===== src/rtl/filter_ctrl_pkg.sv =====
// Shared types and constants for the trapezoidal filter controller.
package p_filter_ctrl;
  localparam int K_W      = 8;
  localparam int M_W      = 16;
  localparam int MAX_WIN  = 128;
  localparam int FILT_LAT = 4;

  typedef enum logic [1:0] {
    ST_IDLE,
    ST_FLUSH,
    ST_SETTLE,
    ST_RUN
  } state_t;

  typedef struct packed {
    logic [K_W-1:0] k;
    logic [K_W-1:0] l;
    logic [M_W-1:0] m;
  } cfg_t;

  // The filter window must be non-empty, rise no longer than it lasts, and fit the delay line.
  function automatic logic cfg_ok(cfg_t c);
    return (c.k != '0) && (c.k <= c.l) && ((int'(c.k) + int'(c.l)) <= MAX_WIN);
  endfunction
endpackage


===== src/rtl/package_settings.sv =====
// Project-wide data widths shared by the ADC processing chain.
package package_settings;
  localparam int SIZE_FILTER_DATA = 16;
endpackage


===== src/rtl/filter_ctrl_cfg.sv =====
// Config handshake, validation, pending slot and active filter parameters.
module filter_ctrl_cfg
  import p_filter_ctrl::*;
#(
  parameter int DEF_K = 4,
  parameter int DEF_L = 12,
  parameter int DEF_M = 64
) (
  input  logic           clk,
  input  logic           reset,
  input  logic           cfg_valid,
  input  logic [K_W-1:0] cfg_k,
  input  logic [K_W-1:0] cfg_l,
  input  logic [M_W-1:0] cfg_m,
  input  logic           direct_apply,
  input  logic           ready_state,
  output logic           wr_ok,
  output logic           pending,
  output logic           cfg_ready,
  output logic           cfg_err,
  output cfg_t           active
);

  cfg_t req;
  cfg_t active_q, active_d;
  cfg_t pend_q, pend_d;
  logic pend_v_q, pend_v_d;
  logic ready_q, ready_d;
  logic err_q, err_d;
  logic accept;
  logic req_ok;

  assign req.k   = cfg_k;
  assign req.l   = cfg_l;
  assign req.m   = cfg_m;
  assign accept  = cfg_valid && ready_q;
  assign req_ok  = cfg_ok(req);
  assign wr_ok   = accept && req_ok;

  always_comb begin
    active_d = active_q;
    pend_d   = pend_q;
    pend_v_d = pend_v_q;
    err_d    = accept && !req_ok;
    // A parked config is always consumed the cycle after it lands; the FSM flushes in step.
    if (pend_v_q) begin
      active_d = pend_q;
      pend_v_d = 1'b0;
    end else if (wr_ok) begin
      if (direct_apply) begin
        active_d = req;
      end else begin
        pend_d   = req;
        pend_v_d = 1'b1;
      end
    end
    ready_d = ready_state && !pend_v_d;
  end

  always_ff @(posedge clk) begin
    if (reset) begin
      active_q.k <= K_W'(DEF_K);
      active_q.l <= K_W'(DEF_L);
      active_q.m <= M_W'(DEF_M);
      pend_q     <= '0;
      pend_v_q   <= 1'b0;
      ready_q    <= 1'b1;
      err_q      <= 1'b0;
    end else begin
      active_q <= active_d;
      pend_q   <= pend_d;
      pend_v_q <= pend_v_d;
      ready_q  <= ready_d;
      err_q    <= err_d;
    end
  end

  assign pending   = pend_v_q;
  assign cfg_ready = ready_q;
  assign cfg_err   = err_q;
  assign active    = active_q;

endmodule


===== src/rtl/filter_ctrl.sv =====
// Run-time sequencer for the trapezoidal shaping filter: flush, settle, then gate samples out.
module filter_ctrl
  import p_filter_ctrl::*, package_settings::*;
#(
  parameter int DEF_K     = 4,
  parameter int DEF_L     = 12,
  parameter int DEF_M     = 64,
  parameter int FLUSH_CYC = 2
) (
  input  logic                        clk,
  input  logic                        reset,
  input  logic                        cfg_valid,
  output logic                        cfg_ready,
  input  logic [K_W-1:0]              cfg_k,
  input  logic [K_W-1:0]              cfg_l,
  input  logic [M_W-1:0]              cfg_m,
  output logic                        cfg_err,
  input  logic                        start,
  input  logic                        stop,
  output logic                        filt_run,
  output logic [K_W-1:0]              filt_k,
  output logic [K_W-1:0]              filt_l,
  output logic [M_W-1:0]              filt_m,
  input  logic [SIZE_FILTER_DATA-1:0] filt_data,
  output logic [SIZE_FILTER_DATA-1:0] out_data,
  output logic                        out_valid,
  output logic                        busy,
  output logic [31:0]                 sample_cnt
);

  localparam int CNT_W = K_W + 2;

  state_t                      state_q, state_d;
  logic [CNT_W-1:0]            cnt_q, cnt_d;
  logic                        filt_run_q, filt_run_d;
  logic                        out_valid_q, out_valid_d;
  logic                        busy_q, busy_d;
  logic [SIZE_FILTER_DATA-1:0] out_data_q, out_data_d;
  logic [31:0]                 sample_cnt_q, sample_cnt_d;
  logic                        wr_ok, pending, direct_apply, ready_state;
  cfg_t                        active;
  logic [CNT_W-1:0]            settle_len;

  assign direct_apply = (state_q == ST_IDLE) || stop;
  assign ready_state  = (state_d == ST_IDLE) || (state_d == ST_RUN);
  assign settle_len   = CNT_W'(active.k) + CNT_W'(active.l) + CNT_W'(FILT_LAT - 1);

  filter_ctrl_cfg #(
    .DEF_K(DEF_K),
    .DEF_L(DEF_L),
    .DEF_M(DEF_M)
  ) u_cfg (
    .clk          (clk),
    .reset        (reset),
    .cfg_valid    (cfg_valid),
    .cfg_k        (cfg_k),
    .cfg_l        (cfg_l),
    .cfg_m        (cfg_m),
    .direct_apply (direct_apply),
    .ready_state  (ready_state),
    .wr_ok        (wr_ok),
    .pending      (pending),
    .cfg_ready    (cfg_ready),
    .cfg_err      (cfg_err),
    .active       (active)
  );

  always_comb begin
    state_d = state_q;
    cnt_d   = cnt_q;
    if (stop) begin
      state_d = ST_IDLE;
    end else begin
      case (state_q)
        // A config landing in IDLE takes the cycle; start is ignored alongside it.
        ST_IDLE: begin
          if (start && !wr_ok) begin
            state_d = ST_FLUSH;
            cnt_d   = CNT_W'(FLUSH_CYC - 1);
          end
        end
        ST_FLUSH: begin
          if (cnt_q == '0) begin
            state_d = ST_SETTLE;
            cnt_d   = settle_len;
          end else begin
            cnt_d = cnt_q - CNT_W'(1);
          end
        end
        ST_SETTLE: begin
          if (cnt_q == '0) begin
            state_d = ST_RUN;
          end else begin
            cnt_d = cnt_q - CNT_W'(1);
          end
        end
        ST_RUN: begin
          if (pending) begin
            state_d = ST_FLUSH;
            cnt_d   = CNT_W'(FLUSH_CYC - 1);
          end
        end
        default: state_d = ST_IDLE;
      endcase
    end

    filt_run_d  = (state_d == ST_SETTLE) || (state_d == ST_RUN);
    busy_d      = (state_d != ST_IDLE);
    out_valid_d = (state_q == ST_RUN) && !stop;
    out_data_d  = out_valid_d ? filt_data : '0;

    if ((state_q != ST_RUN) && (state_d == ST_RUN)) begin
      sample_cnt_d = '0;
    end else if (out_valid_d) begin
      sample_cnt_d = sample_cnt_q + 32'd1;
    end else begin
      sample_cnt_d = sample_cnt_q;
    end
  end

  always_ff @(posedge clk) begin
    if (reset) begin
      state_q      <= ST_IDLE;
      cnt_q        <= '0;
      filt_run_q   <= 1'b0;
      out_valid_q  <= 1'b0;
      out_data_q   <= '0;
      busy_q       <= 1'b0;
      sample_cnt_q <= '0;
    end else begin
      state_q      <= state_d;
      cnt_q        <= cnt_d;
      filt_run_q   <= filt_run_d;
      out_valid_q  <= out_valid_d;
      out_data_q   <= out_data_d;
      busy_q       <= busy_d;
      sample_cnt_q <= sample_cnt_d;
    end
  end

  assign filt_run   = filt_run_q;
  assign out_valid  = out_valid_q;
  assign out_data   = out_data_q;
  assign busy       = busy_q;
  assign sample_cnt = sample_cnt_q;
  assign filt_k     = active.k;
  assign filt_l     = active.l;
  assign filt_m     = active.m;

endmodule

===== config.mk =====
export PLATFORM = sky130hd
export DESIGN_NAME = filter_ctrl
export DESIGN_NICKNAME = d
export VERILOG_FILES = /design/src/rtl/filter_ctrl_pkg.sv /design/src/rtl/package_settings.sv /design/src/rtl/filter_ctrl_cfg.sv /design/src/rtl/filter_ctrl.sv
export SDC_FILE = /design/constraint.sdc
export NUM_CORES = 1
export LEC_CHECK = 0
export ABC_CLOCK_PERIOD_IN_PS = 10500
export CAP_MARGIN = 20
export CORE_MARGIN = 2
export CORE_UTILIZATION = 45
export DETAILED_ROUTE_END_ITERATION = 16
export PLACE_DENSITY = 0.75
export REMOVE_ABC_BUFFERS = 1
export SETUP_SLACK_MARGIN = 0.4
export SYNTH_ARGS = -nofsm -noshare
export SYNTH_HDL_FRONTEND = slang
export SYNTH_SLANG_ARGS = --single-unit

===== constraint.sdc =====
create_clock -name clk -period 10.5 [get_ports clk]
set_input_delay 2.1 -clock clk [delete_from_list [all_inputs] [get_ports clk]]
set_output_delay 2.1 -clock clk [all_outputs]
set_load 0.02 [all_outputs]

* Yosys cells after proc, flatten, opt, wreduce, memory -nomap -nowiden
Index checks and enable logic that the tools add are counted.
** Operators by class
- Eq/ne operators :: 9
- Reduce and logical (&&, ||, !) cells :: 28
- Bitwise gates (word level) :: 4
- $add $sub $neg :: 5
- $lt $le $gt $ge :: 2
- Mux-type cells :: 17
** Operator list (number)
- $mux W32 :: 3
- $mux W10 :: 4
- $pmux W10 S4 :: 1
- $add A32 B1 Y32 const B :: 1
- $le A32 B9 Y1 const B :: 1
- $add A8 B8 Y9 :: 2
- $add A9 B2 Y10 const B :: 1
- $logic_not A10 Y1 :: 1
- $mux W2 :: 5
- $sub A10 B1 Y10 const B :: 1
- $logic_and A1 B1 Y1 :: 9
- $eq A2 B2 Y1 const B :: 4
- $le A8 B8 Y1 :: 1
- $pmux W2 S4 :: 1
- $reduce_bool A8 Y1 :: 1
- $reduce_bool A2 Y1 :: 3
- $logic_not A1 Y1 :: 4
- $logic_not A2 Y1 :: 2
- $ne A2 B1 Y1 const B :: 2
- $ne A2 B2 Y1 const B :: 2
- $not A1 Y1 :: 4
- $reduce_and A4 Y1 :: 1
- $reduce_or A2 Y1 :: 2
- $logic_or A1 B1 Y1 :: 3
- 4 further kinds :: 6
** Word-level totals
- Register bits after elaboration :: 130

* Depth between registers and ports, before layout
Gate-level depths: netlist (run 1).
- Depth in word-level cells :: 12
- Mapped depth :: 15
- Mapped depth without buffers :: 13

* By module
Synthesis (run 1) repeated with hierarchy kept, for this count alone.
** Second synthesis, totals
- Cell total of the unflattened synthesis :: 868
- Area, all modules :: 7353.3 um^2
** By module, submodules not included
- filter_ctrl_cfg :: sequential area each 1341.3 um^2, cells each 485, area an instance 4035.1 um^2, times used 1
- filter_ctrl :: sequential area each 1261.2 um^2, cells each 383, area an instance 3318.2 um^2, times used 1

* Worst setup path after synthesis (run 1)
Ideal clock, no wire load.
- Path kind :: input port to flip-flop
- From :: input cfg_k[0]
- To :: register sample_cnt_q[16] (netlist: sample_cnt[16])
- Library setup time :: 0.071 ns
- Arrival time :: 5.281 ns
- Data required time :: 10.429 ns
- Slack :: 5.148 ns
- Stages :: 14
- Cells stage by stage :: ha_1 -> fa_1 -> nor2b_1 -> o31a_1 -> or4_1 -> a221oi_2 -> a211oi_2 -> o31a_1 -> nor2_1 -> inv_1 -> ha_1 -> a21o_1 -> clkbuf_1 -> a21oi_1
** On the way
- Longest elaborated chain between the ends :: 12
- Elaborated cells between the ends (all ways) :: 15
** RTL lines
- from (decl) :: line filter_ctrl.sv:14 : input logic [K_W-1:0] cfg_k,
- $add A8 B8 Y9, or another cell as far along :: line filter_ctrl_pkg.sv:23 : return (c.k != '0) && (c.k <= c.l) && ((int'(c.k) + int'(c.l)) <= MAX_WIN);
- $le A32 B9 Y1 / $logic_and A1 B1 Y1 (equally long branches) :: line filter_ctrl_pkg.sv:23
- $logic_and A1 B1 Y1 * :: line filter_ctrl_pkg.sv:23
- $logic_and A1 B1 Y1 * :: line filter_ctrl_cfg.sv:38 : assign wr_ok = accept && req_ok;
- $logic_not A1 Y1 * :: line filter_ctrl.sv:77 : if (start && !wr_ok) begin
- $logic_and A1 B1 Y1 * :: line filter_ctrl.sv:77
- $mux W2 * :: line filter_ctrl.sv:77
- $pmux W2 S4 * :: line filter_ctrl.sv:74 : case (state_q)
- $mux W2 * :: line filter_ctrl.sv:71 : if (stop) begin
- net state_d[0] :: line filter_ctrl.sv:33 : state_t state_q, state_d;
- $eq A2 B2 Y1 * :: line filter_ctrl.sv:112 : if ((state_q != ST_RUN) && (state_d == ST_RUN)) begin
- $logic_and A1 B1 Y1 * :: line filter_ctrl.sv:112
- $reduce_or A2 Y1 (no source line) *
- to (signal assigned) :: line filter_ctrl.sv:137 : sample_cnt_q <= sample_cnt_d;
- to (decl) :: line filter_ctrl.sv:39 : logic [31:0] sample_cnt_q, sample_cnt_d;
The timed path passes the listed nets; every way through them passes the cells marked *.
A chain may end at the register's enable or synchronous reset.

* Worst setup path after layout (run 1)
- From :: input cfg_k[0]
- To :: register sample_cnt_q[15] (netlist: sample_cnt[15])
The elaborated chain is that of the path after synthesis.

==> flow_summary.yaml, run 1 <==
timing:
  timing.fmax_mhz: 166
  finalSetupTns_ps: 0
  setup_viol: 0
  post-route-period-util: 0.574
  tightest_slew_ps: 1130
  slew_viol_final: 0
  fin_hold_ws_ps: 490
  rsz0062_at_grt: "no"
  max-slew-margin-rel: 0.238
  fin_skew_ps: 8.90
  hold_viol: 0
  finalCriticalPeriod_ps: 6020
clocking:
  clock_latency_ps: 420
  cts.sinks: 130
  cts_max_path_buffers: 2
  cts.clk_slew.worst_paths_ps: 60
  cts_resized: 0
  cts_inserted_buffers: 17
  ctsHoldBuffers: 0
  htreeDepth: 4
  root_buffer: "clkbuf_16"
  cts_tree: "yes"
  post_cts_buffers: 0
power:
  irDropWorstVdd_mv: 0.137
  power.density_nw_per_um2: 152
  p_total_mw: 1.31
  p_leak_nw: 3.21
grt:
  grt_usage: 0.198
  grt_pass1_wl_um: 25200
  antenna_found_initial: 0
  grt.overflow.total: 0
  grt_pass1_vias: 5159
  grt_max_degree: 65
place:
  place_area_um2: 8010
  gp_congestion: 0.895
  dpl.hpwl_um: 10500
  numPortBuffers: 137
detailed_routing:
  dr.pass1.iters: 5
  totalWireLength_um: 15300
  wire_per_inst_um: 14.9
  drc: 0
  vias_per_cell: 5.32
  vias: 5446
  drtAntennaViolNets: 0
  drtIter0Drc: 303
setup_path:
  r2r_start: "cnt_q[5]"
  crit_chain: "clkdlybuf4s50_1, ha_1, fa_1, nor2b_1, o31a_1, or4_1, a221oi_2, a211oi_2, nor4_1, nor2_1, inv_1, ha_1, a21o_1, nor2_1"
  cp.required_ps: 10770
  cp_slowest_stage_delay_ps: 780
  critPathArrivalTime_ps: 6290
  cp-startpoint: "cfg_k[0]"
  start_kind: "primary input"
  end_kind: "flop"
  rrSetupSlack_ps: 6990
  worst-setup-path-type: "in2reg"
  critPathBufInv: 2
  crit_slowest_cell: "a21o_1"
  critPathMaxFanout: 32
  critPathTopFamily: "compound AO/OA/AOI/OAI gates"
layout:
  drive_gt1_frac: 0.0786
  antenna_cells: 0
  syn_to_final_growth_pct: 31.8
  mostFrequentLayoutCell: "clkdlybuf4s50_1"
  fillers: 1205
  mostFrequentLayoutCells: "clkdlybuf4s50_1, dfxtp_1, nor2_1, mux2i_1, ha_1"
  seq_area_um2: 2600
  stdcell_area_um2: 8610
  postLayoutCoreUtil: 0.599
  multiInputGateArea_um2: 3630
  fin_nets: 924
run_status:
  outcome: "completed"
logic_synthesis:
  synthArstFlopShare: 0
  ys_seq_area_frac: 0.398
  synth_flop_cell: "dfxtp_1"
  ys_warn_count: 0
  synth_seq_cells: 130
  synth_edf_count: 0
  synthTopCellsByArea: "dfxtp_1, mux2i_1, ha_1"
  syn_avg_cell_area_um2: 9.34
  synth_area_leader_cell: "dfxtp_1"
  synth_area_um2: 6540
  synth_top_area_frac: 0.398
  synthCells: 700
  ys_types: 54
run:
  cap_violations: 0
floorplan:
  dieWidth_um: 125
  dieArea_um2: 15500
  coreArea_um2: 14400
  start_util: 0.455
  num_rows: 44
  num_io_pins: 138
  die_h_um: 125
worst_hold_path:
  hp-class: "reg2reg"
  hold_path_startpoint: "u_cfg.pend_q[4]"
where the power goes:
group / internal (mW) / switching, mW / total (mW)
logic: 0.0819 / 0.103 / 0.185
clock network: 0.382 / 0.226 / 0.607
registers: 0.506 / 0.00895 / 0.515
registers in the layout (all words and copies together), names as in the netlist:
signal,count
state_q,2
u_cfg.cfg_err,1
out_data,16
u_cfg.active,32
u_cfg.cfg_ready,1
cnt_q,10
filt_run,1
u_cfg.pending,1
sample_cnt,32
u_cfg.pend_q,32
out_valid,1
busy,1
per-stage QoR:
| step | instances | setup slack (ps) |
|---|---|---|
| after floorplan | 665 | 1340 |
| after global placement | 993 | 4140 |
| after detailed placement | 993 | 4060 |
| after CTS | 1024 | 4450 |
| after global routing | 1024 | 4090 |
| final | 1024 | 4480 |
worst paths after layout:
path                                   endpoint  cells after the start
worst min-delay path            u_cfg.pend_q[4]                      2
worst min register to register  u_cfg.pend_q[4]                      2
worst max-delay path             sample_cnt[15]                     14
worst max register to register   sample_cnt[12]                     10
worst reg2reg max path, cell delays in order, from the launching register on:
cell and delay (ps):
dfxtp_1 360, or4_1 600, nor3_1 450, o21a_1 410
a311o_1 220, o31ai_1 70, nor2_1 240, inv_1 80
ha_1 210, a21o_1 510, a21oi_1 290
synthesized netlist by cell type, types with 3 or more instances:
cell type,n
nor2b_1,6
nor2_1,111
mux2i_1,65
a21oi_1,17
xnor2_1,15
and3_1,22
nand2_1,28
a31oi_1,5
o211ai_1,9
a211oi_2,25
o31ai_1,4
nor3_1,13
o22ai_1,6
dfxtp_1,130
inv_1,34
nand4_1,9
a211oi_1,5
nand2b_1,3
o31a_1,4
o21a_1,3
ha_1,41
o21ai_0,23
buf_4,6
or3_1,7
a221oi_1,4
nand3_1,12
xor2_1,27
buf_2,3
nor4_1,8
buf_6,3
clkbuf_1,22
cells by family (layout without fill, tap and decap cells):
family / Yosys count / count (layout) / synth area share
DFF: 130 / 130 / 0.398
adders and majority gates: 43 / 43 / 0.0846
AOI/OAI and AO/OA: 121 / 121 / 0.149
buffers and inverters: 69 / 209 / 0.0471
and+or+nand+nor: 230 / 230 / 0.166
muxes: 65 / 65 / 0.0995
xor gates and xnor gates: 42 / 42 / 0.0563
area by class of cell:
class,count,share of cell area
timing repair buffer,144,0.165
sequential,130,0.302
tap,184,0.0267
multi-input combinational,501,0.422
clock inverter,10,0.0174
inverter,34,0.0148
clock buffer,21,0.0523
per-layer routing:
metal  global-route usage  share of wire  wire length, um  up-vias
met4               0.0575          0.013              197        0
li1                     -              -                -     2734
met3               0.0644          0.062              952       17
met5                    0              0                0        -
met1                0.250           0.46             6960     2545
met2                0.322           0.47             7170      150
(Power assumes the default switching activity.)
==> run 2: changes to the inputs <==
--- a/config.mk
+++ b/config.mk
@@ -5,12 +5,12 @@
 export SDC_FILE = /design/constraint.sdc
 export NUM_CORES = 1
 export LEC_CHECK = 0
-export ABC_CLOCK_PERIOD_IN_PS = 10500
+export ABC_CLOCK_PERIOD_IN_PS = 5270
 export CAP_MARGIN = 20
 export CORE_MARGIN = 2
 export CORE_UTILIZATION = 45
 export DETAILED_ROUTE_END_ITERATION = 16
-export PLACE_DENSITY = 0.75
+export PLACE_DENSITY = 0.78
 export REMOVE_ABC_BUFFERS = 1
 export SETUP_SLACK_MARGIN = 0.4
 export SYNTH_ARGS = -nofsm -noshare
==> constraint.sdc (replaced) <==
create_clock -name clk -period 5.27 [get_ports clk]
set_input_delay 1.054 -clock clk [delete_from_list [all_inputs] [get_ports clk]]
set_output_delay 1.054 -clock clk [all_outputs]
set_load 0.02 [all_outputs]
==> run 2 against run 1 <==
Compared with the run above: combinational power increased by 100%; total power rose by 96%; clock skew shrank 0.57 ps; sequential share of layout area decreased by 0.088 points; clock power is 91% higher; cell count about the same; sequential cell count did not move; critical endpoint is now sample_cnt[12]; highest routed layer unchanged.
==> flow_summary.yaml, run 2 (synthesis gave the netlist of run 1 again) <==
timing:
  hold_viol: 0
  tightest_slew_ps: 1150
  timing.fmax_mhz: 220
  fin_skew_ps: 8.33
  slew_viol_final: 0
  rsz0062_at_grt: "no"
  finalCriticalPeriod_ps: 4550
  setup_viol: 0
  post-route-period-util: 0.863
  finalSetupTns_ps: 0
  max-slew-margin-rel: 0.224
clocking:
  htreeDepth: 4
  cts_inserted_buffers: 17
  root_buffer: "clkbuf_16"
  cts.sinks: 130
  cts_max_path_buffers: 2
  cts.clk_slew.worst_paths_ps: 60
  clock_latency_ps: 420
  ctsHoldBuffers: 0
  cts_tree: "yes"
setup_path:
  reg2reg_depth: 11
  critPathMaxFanout: 32
  cp_slowest_stage_delay_ps: 490
  rrSetupSlack_ps: 2160
  cp.required_ps: 5620
  cp-startpoint: "cfg_k[0]"
  start_kind: "primary input"
  crit_chain: "clkdlybuf4s50_1, ha_1, fa_1, nor2b_1, o31a_1, or4_1, a221oi_2, a211oi_2, o31a_1, nor2_2, inv_1, ha_1, a21o_1, buf_4, a21oi_1"
  critPathTopFamily: "compound AO/OA/AOI/OAI gates"
  critPathArrivalTime_ps: 4900
  critPathBufInv: 3
  regToRegEndpoint: "sample_cnt[12]"
  r2r_start: "cnt_q[5]"
  worst-setup-path-type: "in2reg"
  crit_slowest_cell: "clkdlybuf4s50_1"
  end_kind: "flop"
power:
  power_frac_seq: 0.400
  irDropWorstVdd_mv: 0.212
  p_int_mw: 1.89
  combinationalPowerShare: 0.147
  p_clk_frac: 0.453
  power.density_nw_per_um2: 297
  swShare: 0.260
  switching_power_mw: 0.667
  p_leak_nw: 3.22
detailed_routing:
  drc: 0
  drtIter0Drc: 256
  dr.pass1.iters: 4
  vias_per_cell: 5.34
  totalWireLength_um: 14900
  drtAntennaViolNets: 0
  wire_per_inst_um: 14.6
  vias: 5469
floorplan:
  start_util: 0.455
  num_rows: 44
  coreArea_um2: 14400
  num_io_pins: 138
  die_h_um: 125
  dieArea_um2: 15500
  dieWidth_um: 125
layout:
  fin_nets: 926
  mostFrequentLayoutCell: "clkdlybuf4s50_1"
  fillers: 1223
  syn_to_final_growth_pct: 32.2
  mostFrequentLayoutCells: "clkdlybuf4s50_1, dfxtp_1, nor2_1, mux2i_1, ha_1"
  antenna_cells: 0
  stdcell_count: 1025
  drive_gt1_frac: 0.0844
grt:
  grt_max_degree: 65
  grt_usage: 0.198
  grt_pass1_vias: 5148
  antenna_found_initial: 0
  grt.overflow.total: 0
  grt_pass1_wl_um: 25200
worst_hold_path:
  hold_path_startpoint: "u_cfg.pend_q[18]"
  hp-class: "reg2reg"
  hold_end: "u_cfg.pend_q[18]"
  holdPathStages: 2
place:
  numPortBuffers: 137
  dpl.hpwl_um: 10400
  gp_congestion: 0.887
  dp_cells: 995
run_status:
  outcome: "completed"
run:
  cap_violations: 0
-- run 2: area by class of cell --
cell class	count	area, um^2	area share
Tap cell	184	230	0.0267
Inverter	34	128	0.0148
Clock buffer	19	453	0.0524
Timing Repair Buffer	146	1460	0.169
Multi-Input combinational cell	501	3630	0.421
Sequential cell	130	2600	0.301
Clock inverter	11	130	0.0151
-- run 2: stage by stage --
step	util	power (mW)	hold slack, ps	cell area, um^2	worst slack (ps)
after floorplan	-	1.26	460	6360	-2850
after global placement	0.560	1.41	471	8050	333
after detailed placement	0.560	1.42	481	8050	270
after CTS	0.601	2.59	498	8640	699
after global routing	0.601	2.67	513	8640	471
final	0.601	2.56	492	8640	721
-- run 2: timing repair --
item / CTS / global route
setup buffers: 0 / 0
gates resized for setup: 0 / 1
setup endpoints to repair: 0 / 1
-- run 2: power groups by stage --
stage	registers, mW	clock network (mW)	logic [mW]
detailed placement	1.05	0	0.373
global placement	1.05	0	0.368
CTS	1.02	1.19	0.377
global route	1.03	1.23	0.415
floorplan	1.07	0	0.194
finish	1.03	1.16	0.376
-- run 2: tightest hold or removal path: stages (launching register included) --
cell and delay (ps):
dfxtp_1 320, mux2i_1 60, nor2_1 70
-- run 2: how the worst max path moves through the flow --
stage / slack (ps) / endpoint / cells past startpoint
after floorplan: -2850 / u_cfg.pend_q[0] / 10
after detailed placement: 270 / sample_cnt[6] / 15
final: 720 / sample_cnt[12] / 15
after global routing: 470 / sample_cnt[14] / 15
after CTS: 700 / sample_cnt[6] / 15
after global placement: 330 / sample_cnt[14] / 15
-- run 2: metal layers --
| metal | global-route usage | part of all wire | vias to the layer above |
|---|---|---|---|
| met1 | 0.250 | 0.45 | 2548 |
| met5 | 0 | 0 | - |
| met4 | 0.0727 | 0.014 | 0 |
| met3 | 0.0558 | 0.055 | 18 |
| li1 | - | - | 2742 |
| met2 | 0.322 | 0.48 | 161 |
